### config.mk
export PLATFORM = sky130hd
export DESIGN_NAME = i2c_host_writer
export DESIGN_NICKNAME = d
export VERILOG_FILES = /design/src/rtl/i2c_host_writer.sv
export SDC_FILE = /design/constraint.sdc
export NUM_CORES = 1
export LEC_CHECK = 0
export BUFFER_PORTS_ARGS = -buffer_cell sky130_fd_sc_hd__buf_4
export CORE_MARGIN = 2
export CORE_UTILIZATION = 53
export CTS_CLUSTER_DIAMETER = 40
export DETAILED_ROUTE_END_ITERATION = 12
export MAX_ROUTING_LAYER = met4
export PLACE_DENSITY_LB_ADDON = 0.15
export REMOVE_ABC_BUFFERS = 1
export SLEW_MARGIN = 40
export SYNTH_ARGS = -nofsm -noshare
export SYNTH_HDL_FRONTEND = slang
export SYNTH_SLANG_ARGS = --single-unit
### constraint.sdc
create_clock -name clk -period 5 [get_ports clk]
set_clock_uncertainty 0.05 [all_clocks]
set_input_delay 0.25 -clock clk [delete_from_list [all_inputs] [get_ports clk]]
set_output_delay 0.25 -clock clk [all_outputs]
set_load 0.02 [all_outputs]
### src/rtl/i2c_host_writer.sv
// i2c_host_writer: write-only I2C initiator (START, addr+W, 0..15 data bytes with ACK check, STOP).
// Define I2C_CLK_STRETCH_EN to hold the high phases while a target stretches SCL.
module i2c_host_writer #(
    parameter int CLK_DIV = 63
) (
    input  logic       clk,
    input  logic       rst,
    input  logic       cmd_valid,
    output logic       cmd_ready,
    input  logic [6:0] cmd_addr,
    input  logic [3:0] cmd_len,
    input  logic [7:0] tx_data,
    input  logic       tx_valid,
    output logic       tx_ready,
    output logic       busy,
    output logic       done,
    output logic       nack,
    input  logic       scl_in,
    input  logic       sda_in,
    output logic       scl_oe,
    output logic       sda_oe
);
    typedef enum logic [2:0] {IDLE, START, BIT, LOAD, STOP} state_t;
    localparam logic [7:0] QMAX = 8'(CLK_DIV);

    state_t     state_q, state_d;
    logic [7:0] qcnt_q, qcnt_d, sh_q, sh_d;
    logic [1:0] phase_q, phase_d, sda_s_q, sda_s_d;
    logic [3:0] bit_q, bit_d, rem_q, rem_d;
    logic       nack_q, nack_d, done_q, done_d, hold, tick;

`ifdef I2C_CLK_STRETCH_EN
    logic [1:0] scl_s_q, scl_s_d;
    assign scl_s_d = {scl_s_q[0], scl_in};
    assign hold = ~scl_s_q[1] & ((state_q == BIT & phase_q[1]) | (state_q == STOP & phase_q == 2'd1));
    always_ff @(posedge clk or posedge rst) begin
        if (rst) scl_s_q <= 2'b11;
        else scl_s_q <= scl_s_d;
    end
`else
    logic unused_scl;
    assign unused_scl = scl_in;
    assign hold = 1'b0;
`endif

    assign tick = (qcnt_q == QMAX) & ~hold;

    always_comb begin
        state_d = state_q;
        qcnt_d  = qcnt_q;
        phase_d = phase_q;
        bit_d   = bit_q;
        sh_d    = sh_q;
        rem_d   = rem_q;
        nack_d  = nack_q;
        done_d  = 1'b0;
        sda_s_d = {sda_s_q[0], sda_in};
        if (state_q inside {START, BIT, STOP} && !hold) qcnt_d = tick ? 8'd0 : qcnt_q + 8'd1;
        case (state_q)
            IDLE: if (cmd_valid) begin
                state_d = START;
                qcnt_d  = 8'd0;
                phase_d = 2'd0;
                sh_d    = {cmd_addr, 1'b0};
                rem_d   = cmd_len;
                nack_d  = 1'b0;
            end
            START: if (tick) begin
                phase_d = phase_q[0] ? 2'd0 : 2'd1;
                bit_d   = 4'd0;
                state_d = phase_q[0] ? BIT : START;
            end
            BIT: if (tick) begin
                phase_d = phase_q + 2'd1;
                if (phase_q == 2'd3 && bit_q != 4'd8) begin
                    bit_d = bit_q + 4'd1;
                    sh_d  = sh_q << 1;
                end else if (phase_q == 2'd3) begin
                    nack_d  = nack_q | sda_s_q[1];
                    state_d = (!sda_s_q[1] && rem_q != 4'd0) ? LOAD : STOP;
                end
            end
            // The capture cycle doubles as the first cycle of the next bit's q0
            LOAD: if (tx_valid) begin
                state_d = BIT;
                sh_d    = tx_data;
                rem_d   = rem_q - {3'b000, |rem_q};
                bit_d   = 4'd0;
                phase_d = 2'd0;
                qcnt_d  = 8'd1;
            end
            STOP: if (tick) begin
                phase_d = phase_q == 2'd2 ? 2'd0 : phase_q + 2'd1;
                done_d  = phase_q == 2'd2;
                state_d = phase_q == 2'd2 ? IDLE : STOP;
            end
            default: state_d = IDLE;
        endcase
    end

    always_ff @(posedge clk or posedge rst) begin
        if (rst) begin
            state_q <= IDLE;
            qcnt_q  <= 8'd0;
            phase_q <= 2'd0;
            bit_q   <= 4'd0;
            sh_q    <= 8'd0;
            rem_q   <= 4'd0;
            nack_q  <= 1'b0;
            done_q  <= 1'b0;
            sda_s_q <= 2'b11;
        end else begin
            state_q <= state_d;
            qcnt_q  <= qcnt_d;
            phase_q <= phase_d;
            bit_q   <= bit_d;
            sh_q    <= sh_d;
            rem_q   <= rem_d;
            nack_q  <= nack_d;
            done_q  <= done_d;
            sda_s_q <= sda_s_d;
        end
    end

    assign cmd_ready = state_q == IDLE;
    assign busy      = ~cmd_ready;
    assign tx_ready  = state_q == LOAD;
    assign done      = done_q;
    assign nack      = nack_q;
    assign scl_oe    = (state_q == START & phase_q == 2'd1) | (state_q == BIT & ~phase_q[1]) |
                       tx_ready | (state_q == STOP & phase_q == 2'd0);
    assign sda_oe    = (state_q == START) | (state_q == BIT & bit_q != 4'd8 & ~sh_q[7]) |
                       (state_q == STOP & ~phase_q[1]);
endmodule

==> results.py, run 1 <==
metrics = {
    "cts": {
        "ctsHoldBuffers": 0,
        "cts_setup_buffers": 0,
        "cts_buffers": 5,
        "clk_pin_slew_worst_paths_ns": 0.07,
        "insertion_delay_ns": 0.29,
        "cts_max_level": 2,
        "cts_resized": 0,
        "tritoncts": "built",
        "clockRootBuffer": "clkbuf_8",
        "ctsLongestPathBuffers": 2,
        "cts.sink_count": 33,
    },
    "power_and_ir_drop": {
        "p_leak_nw": 1.17,
        "ir_worst_vdd_mv": 0.226,
        "power.density_mw_per_mm2": 494,
    },
    "global_routing": {
        "grt_antenna_before_repair": 0,
        "globalRouteTotalUtil_pct": 22.3,
        "grt_pass1_vias": 1652,
        "grt_max_degree": 34,
        "grt_pass1_wl_um": 7450,
        "overflow": 0,
    },
    "synthesis": {
        "synth_flop_cell": "dfrtp_1",
        "ys_seq_elements": 33,
        "synth.avg_cell_area_um2": 9.22,
        "yosysSeqAreaShare_pct": 38.7,
        "syn_inst": 232,
        "yosysUniqueCellTypes": 53,
        "async_reset_ff_share_pct": 100,
        "synth_edf_count": 0,
        "netlist_area_mm2": 0.00214,
        "ys_warn_count": 0,
    },
    "final_layout": {
        "final_common_cell": "buf_4",
        "final_util_pct": 62.1,
        "multiInputGateArea_mm2": 0.00116,
        "fin_nets": 291,
        "mostFrequentLayoutCells": "buf_4, dfrtp_1, inv_1",
        "num-fill-cells": 357,
        "diodes": 0,
        "regArea_um2": 830,
        "design_area_mm2": 0.00245,
        "drive_above_1_share_pct": 18.6,
        "areaGrowthSynthToFinish_pct": 14.5,
    },
    "timing": {
        "setup_viol": 0,
        "finalCritPeriodShare_pct": 48.0,
        "tightest_slew_ns": 0.751,
        "fin_tns_setup_ns": 0,
        "max_freq_mhz": 416,
        "period_needed_ns": 2.40,
        "hold_viol": 1,
        "slew_headroom_pct": 49.9,
        "drv_slew": 0,
        "holdWs_ns": -0.000196,
        "rsz0062_at_grt": "false",
    },
    "detailed_routing": {
        "wl_per_cell_um": 13.6,
        "wirelength_um": 4190,
        "drt_iter0_drc": 69,
        "avgViaCountPerCell": 5.61,
        "vias": 1727,
        "drtAntennaViolNets": 0,
        "drc": 0,
        "first_pass_iters": 4,
    },
    "status": {
        "status": "complete, but fails checks",
        "violations": "negative hold slack",
    },
    "die": {
        "start_util_pct": 54.2,
        "coreArea_mm2": 0.00394,
        "pin_count": 32,
        "die_w_um": 67.5,
        "dieArea_mm2": 0.00456,
        "rows": 23,
        "die_h_um": 67.5,
    },
    "placed_design": {
        "dp_hpwl_um": 2960,
        "placed_area_mm2": 0.00236,
        "routabilityCongestion": 0.848,
        "io_buffers": 30,
    },
    "critical_path": {
        "endpoint_kind": "flip-flop",
        "required_ns": 5.16,
        "critPathKind": "flip-flop to flip-flop",
        "reg2reg_from": "state_q[1]",
        "start_kind": "flip-flop",
        "r2r_end": "sh_q[7]",
        "rrSetupSlack_ns": 2.60,
        "reg2reg_depth": 4,
        "worstPathMaxFanout": 26,
        "arrival_ns": 2.56,
    },
    "run": {
        "cap_violations": 0,
    },
    "min_path": {
        "hold_path_class": "input pin to asynchronous set/reset pin",
    },
}
## worst max-delay path, cell delays in order, from the launching register on
cell	delay, ns
dfrtp_1	0.83
or3b_2	0.56
a41oi_1	0.21
or3_1	0.42
mux2i_1	0.25
## kinds of logic (layout without fill, tap and decap cells)
group / Yosys count / count (layout) / share of synthesized area (%)
simple gates: 67 / 67 / 17.0
compound gates: 65 / 65 / 21.1
buf+inv: 35 / 61 / 7.14
flops: 33 / 33 / 38.7
mux: 20 / 20 / 9.48
fa+ha+maj: 9 / 9 / 5.27
xor+xnor: 3 / 3 / 1.23
## state kept, by name, summed over array words and instances (netlist names)
| name | cells |
|---|---|
| state_q | 3 |
| bit_q | 4 |
| rem_q | 4 |
| nack | 1 |
| done | 1 |
| phase_q | 2 |
| sda_s_q | 2 |
| qcnt_q | 8 |
| sh_q | 8 |
## where the power goes
part | internal (mW) | switching (mW)
sequential | 0.346 | 0.119
combinational | 0.265 | 0.285
clock | 0.0964 | 0.0983
total | 0.708 | 0.502
## routing by layer
metal	vias up	global-route usage, %	part of all wire (%)
li1	883	-	-
met1	805	29.5	49
met2	34	33.3	45
met3	5	6.00	4.3
met4	0	6.89	1.0
met5	-	-	0
## how the worst max path moves through the flow
stage	depth (start not counted)	from	end	slack [ns]
floorplan	4	state_q[0]	qcnt_q[7]	2.74
global placement	4	state_q[0]	phase_q[0]	2.46
detailed placement	4	state_q[1]	sh_q[7]	2.61
CTS	4	state_q[1]	sh_q[7]	2.59
global route	4	state_q[1]	sh_q[7]	2.43
finish	4	state_q[1]	sh_q[7]	2.60
## synthesized netlist by cell type (all sizes together) (3+ instances only)
library cell | number | area [um^2]
ha | 9 | 113
nand3 | 5 | 25.0
nand3b | 3 | 22.5
o21a | 4 | 30.0
clkbuf | 6 | 22.5
o21ai | 13 | 65.1
a22oi | 4 | 30.0
nor2 | 17 | 63.8
a21oi | 20 | 111
or3 | 7 | 43.8
o31ai | 4 | 30.0
dfrtp | 31 | 776
or3b | 3 | 28.8
and3 | 3 | 18.8
a41oi | 4 | 35.0
nand2 | 14 | 52.6
buf | 7 | 47.5
inv | 22 | 82.6
mux2i | 18 | 180
## layout make-up
type	count	area share, %
multi-input cells	164	47.3
clock inverters	2	0.409
well taps	50	2.56
clock buffers	6	2.97
repair buffers	31	9.51
flip-flops and latches	33	33.9
inverters	22	3.37
## per-stage QoR
stage | std cells | setup WS (ns) | power [mW]
6_report | 308 | 2.60 | 1.21
5_1_grt | 308 | 2.43 | 1.32
4_1_cts | 308 | 2.59 | 1.22
3_5_place_dp | 300 | 2.61 | 1.02
3_3_place_gp | 300 | 2.46 | 1.01
2_1_floorplan | 219 | 2.74 | 0.868
No activity file was read; power rests on OpenSTA's default activity.
==> run 2: changes to the inputs <==
ABC_AREA = 1   (was not set)
clock period = 2.5 ns   (was 5 ns; I/O delays follow)
==> results.py, run 2 <==
metrics = {
    "detailed_routing": {
        "vias": 1980,
        "top_layer": "met4",
        "drt-met1-wl_um": 2250,
        "drt_iter0_drc": 132,
        "avgViaCountPerCell": 5.31,
        "first_pass_iters": 5,
        "dr_wl_met3_um": 279,
        "wirelength_um": 4860,
        "drtAntennaViolNets": 0,
        "drc": 0,
        "dr_wl_met2_um": 2260,
        "wl_per_cell_um": 13.0,
    },
    "synthesis": {
        "synth_edf_count": 0,
        "async_reset_ff_share_pct": 100,
        "synthTopCellsByCount": "nand2_1, inv_1, dfrtp_1",
        "synthTopCellsByArea": "dfrtp_1, nand2_1, nand3_1",
        "synth_top_cell_area_share_pct": 36.9,
        "synth.avg_cell_area_um2": 7.38,
        "yosysUniqueCellTypes": 33,
        "netlist_area_mm2": 0.00210,
        "synth_flop_cell": "dfrtp_1",
        "yosysSeqAreaShare_pct": 39.4,
        "syn_inst": 285,
        "synth_most_common_cell": "nand2_1",
        "synth_top_cell_by_area": "dfrtp_1",
        "ys_warn_count": 0,
        "ys_seq_elements": 33,
    },
    "final_layout": {
        "final_common_cell": "nand2_1",
        "drive_above_1_share_pct": 18.8,
        "num-fill-cells": 357,
        "diodes": 0,
        "fin_nets": 359,
        "multiInputGateArea_mm2": 0.00113,
        "areaGrowthSynthToFinish_pct": 19.2,
        "regArea_um2": 828,
        "reg_top3": "qcnt_q (8), sh_q (8)",
        "mostFrequentLayoutCells": "nand2_1, buf_4, inv_1",
        "design_area_mm2": 0.00251,
    },
    "timing": {
        "finalCritPeriodShare_pct": 86.7,
        "tightest_slew_ns": 0.674,
        "hold_viol": 0,
        "max_freq_mhz": 461,
        "setup_viol": 0,
        "holdWs_ns": 0.0504,
        "slew_headroom_pct": 55.0,
        "period_needed_ns": 2.17,
        "rsz0062_at_grt": "false",
        "drv_slew": 0,
        "fin_tns_setup_ns": 0,
    },
    "placed_design": {
        "routabilityCongestion": 0.928,
        "placed_area_mm2": 0.00240,
        "dp_hpwl_um": 3550,
        "io_buffers": 30,
    },
    "cts": {
        "insertion_delay_ns": 0.29,
        "cts_setup_buffers": 0,
        "clockRootBuffer": "clkbuf_8",
        "cts_buffers": 5,
        "clk_pin_slew_worst_paths_ns": 0.06,
        "cts_max_level": 2,
        "cts.sink_count": 33,
        "tritoncts": "built",
        "ctsLongestPathBuffers": 2,
    },
    "min_path": {
        "hold_path_class": "input pin to flip-flop",
    },
    "power_and_ir_drop": {
        "ir_worst_vdd_mv": 0.473,
        "power.density_mw_per_mm2": 707,
        "p_leak_nw": 1.32,
    },
    "die": {
        "start_util_pct": 56.2,
        "coreArea_mm2": 0.00374,
        "rows": 22,
        "die_h_um": 67.0,
        "dieArea_mm2": 0.00449,
        "pin_count": 32,
        "die_w_um": 67.0,
    },
    "global_routing": {
        "grt_pass1_wl_um": 8220,
        "overflow": 0,
        "grt_antenna_before_repair": 0,
        "globalRouteTotalUtil_pct": 25.2,
        "grt_max_degree": 19,
        "grt_pass1_vias": 1875,
    },
    "critical_path": {
        "critPathKind": "flip-flop to primary output",
        "arrival_ns": 1.99,
        "start_kind": "flip-flop",
        "required_ns": 2.33,
        "crit_chain": "inv_2 -> nand2_4 -> nor2_2 -> nand2_1 -> o221ai_1 -> buf_4",
        "rrSetupSlack_ns": 0.56,
        "worstPathMaxFanout": 13,
        "critPathTopFamily": "simple AND/OR/NAND/NOR gates",
        "path_buf_inv": 2,
        "cp_slowest_stage_delay_ns": 0.49,
        "endpoint_kind": "primary output",
        "critical_path.slowest_cell": "nor2_2",
    },
    "status": {
        "status": "finished clean",
    },
    "run": {
        "cap_violations": 0,
    },
}
## run 2: changes by cell type in the layout (fill, tap and decap cells not counted), sizes merged, moves of 7 or more
cell and delta:
a21oi -12, nand3 +26, or3 -7, nor2 +7
inv +13, mux2i -17, nand2 +86
## run 2: routing by layer
layer / track usage (%) / vias up
li1: - / 1008
met1: 31.6 / 910
met3: 4.90 / 10
met2: 41.1 / 52
met4: 8.16 / 0
met5: - / -
## run 2: cell type report
class / instances / share of cell area, %
Tap cell: 48 / 2.40
Inverter: 35 / 5.24
Clock buffer: 7 / 3.44
Timing Repair Buffer: 36 / 11.0
Sequential cell: 33 / 33.0
Multi-Input combinational cell: 214 / 44.9
## run 2: worst reg2reg max path: cells and delay by family, from the launching register on
kind / cells / cell delay, ns
buffers and inverters: 2 / 0.18
DFF: 1 / 0.38
adders and majority gates: 1 / 0.19
and+or+nand+nor: 7 / 1.04
## run 2: cell families after synthesis
family	synth area share [%]
AO/OA/AOI/OAI	10.4
XOR/XNOR	0.833
adder cells (fa/ha/maj)	5.35
buffers and inverters	7.08
flip-flops	39.4
multiplexers	0.476
AND/OR/NAND/NOR	36.5
## run 2: per-stage QoR
stage	power (mW)	instances	worst slack [ns]	utilization, %
floorplan	1.19	282	0.712	-
global placement	1.34	364	0.601	64.1
detailed placement	1.37	364	0.611	64.1
CTS	1.78	373	0.315	67.0
global route	1.92	373	0.216	67.0
finish	1.77	373	0.332	67.0
## run 2: path summary, 6_finish.rpt
kind / start / endpoint / cells past startpoint
max in group asynchronous: rst / sda_s_q[0] / 4
worst max register to register: qcnt_q[1] / sh_q[6] / 10
worst min register to register: sda_s_q[0] / sda_s_q[1] / 0
worst min-delay path: cmd_len[0] / rem_q[0] / 3
min in group asynchronous: rst / bit_q[3] / 3
worst max-delay path: state_q[2] / sda_oe / 6
## run 2: power breakdown
| part | internal, mW | switching [mW] |
|---|---|---|
| clock | 0.218 | 0.185 |
| sequential | 0.662 | 0.0928 |
| combinational | 0.245 | 0.370 |
| total | 1.12 | 0.649 |
## run 2: repair_timing
item | CTS | global route
endpoints found under the hold margin | 18 | 0
hold buffers | 2 | 0
gates resized for setup | 0 | 0
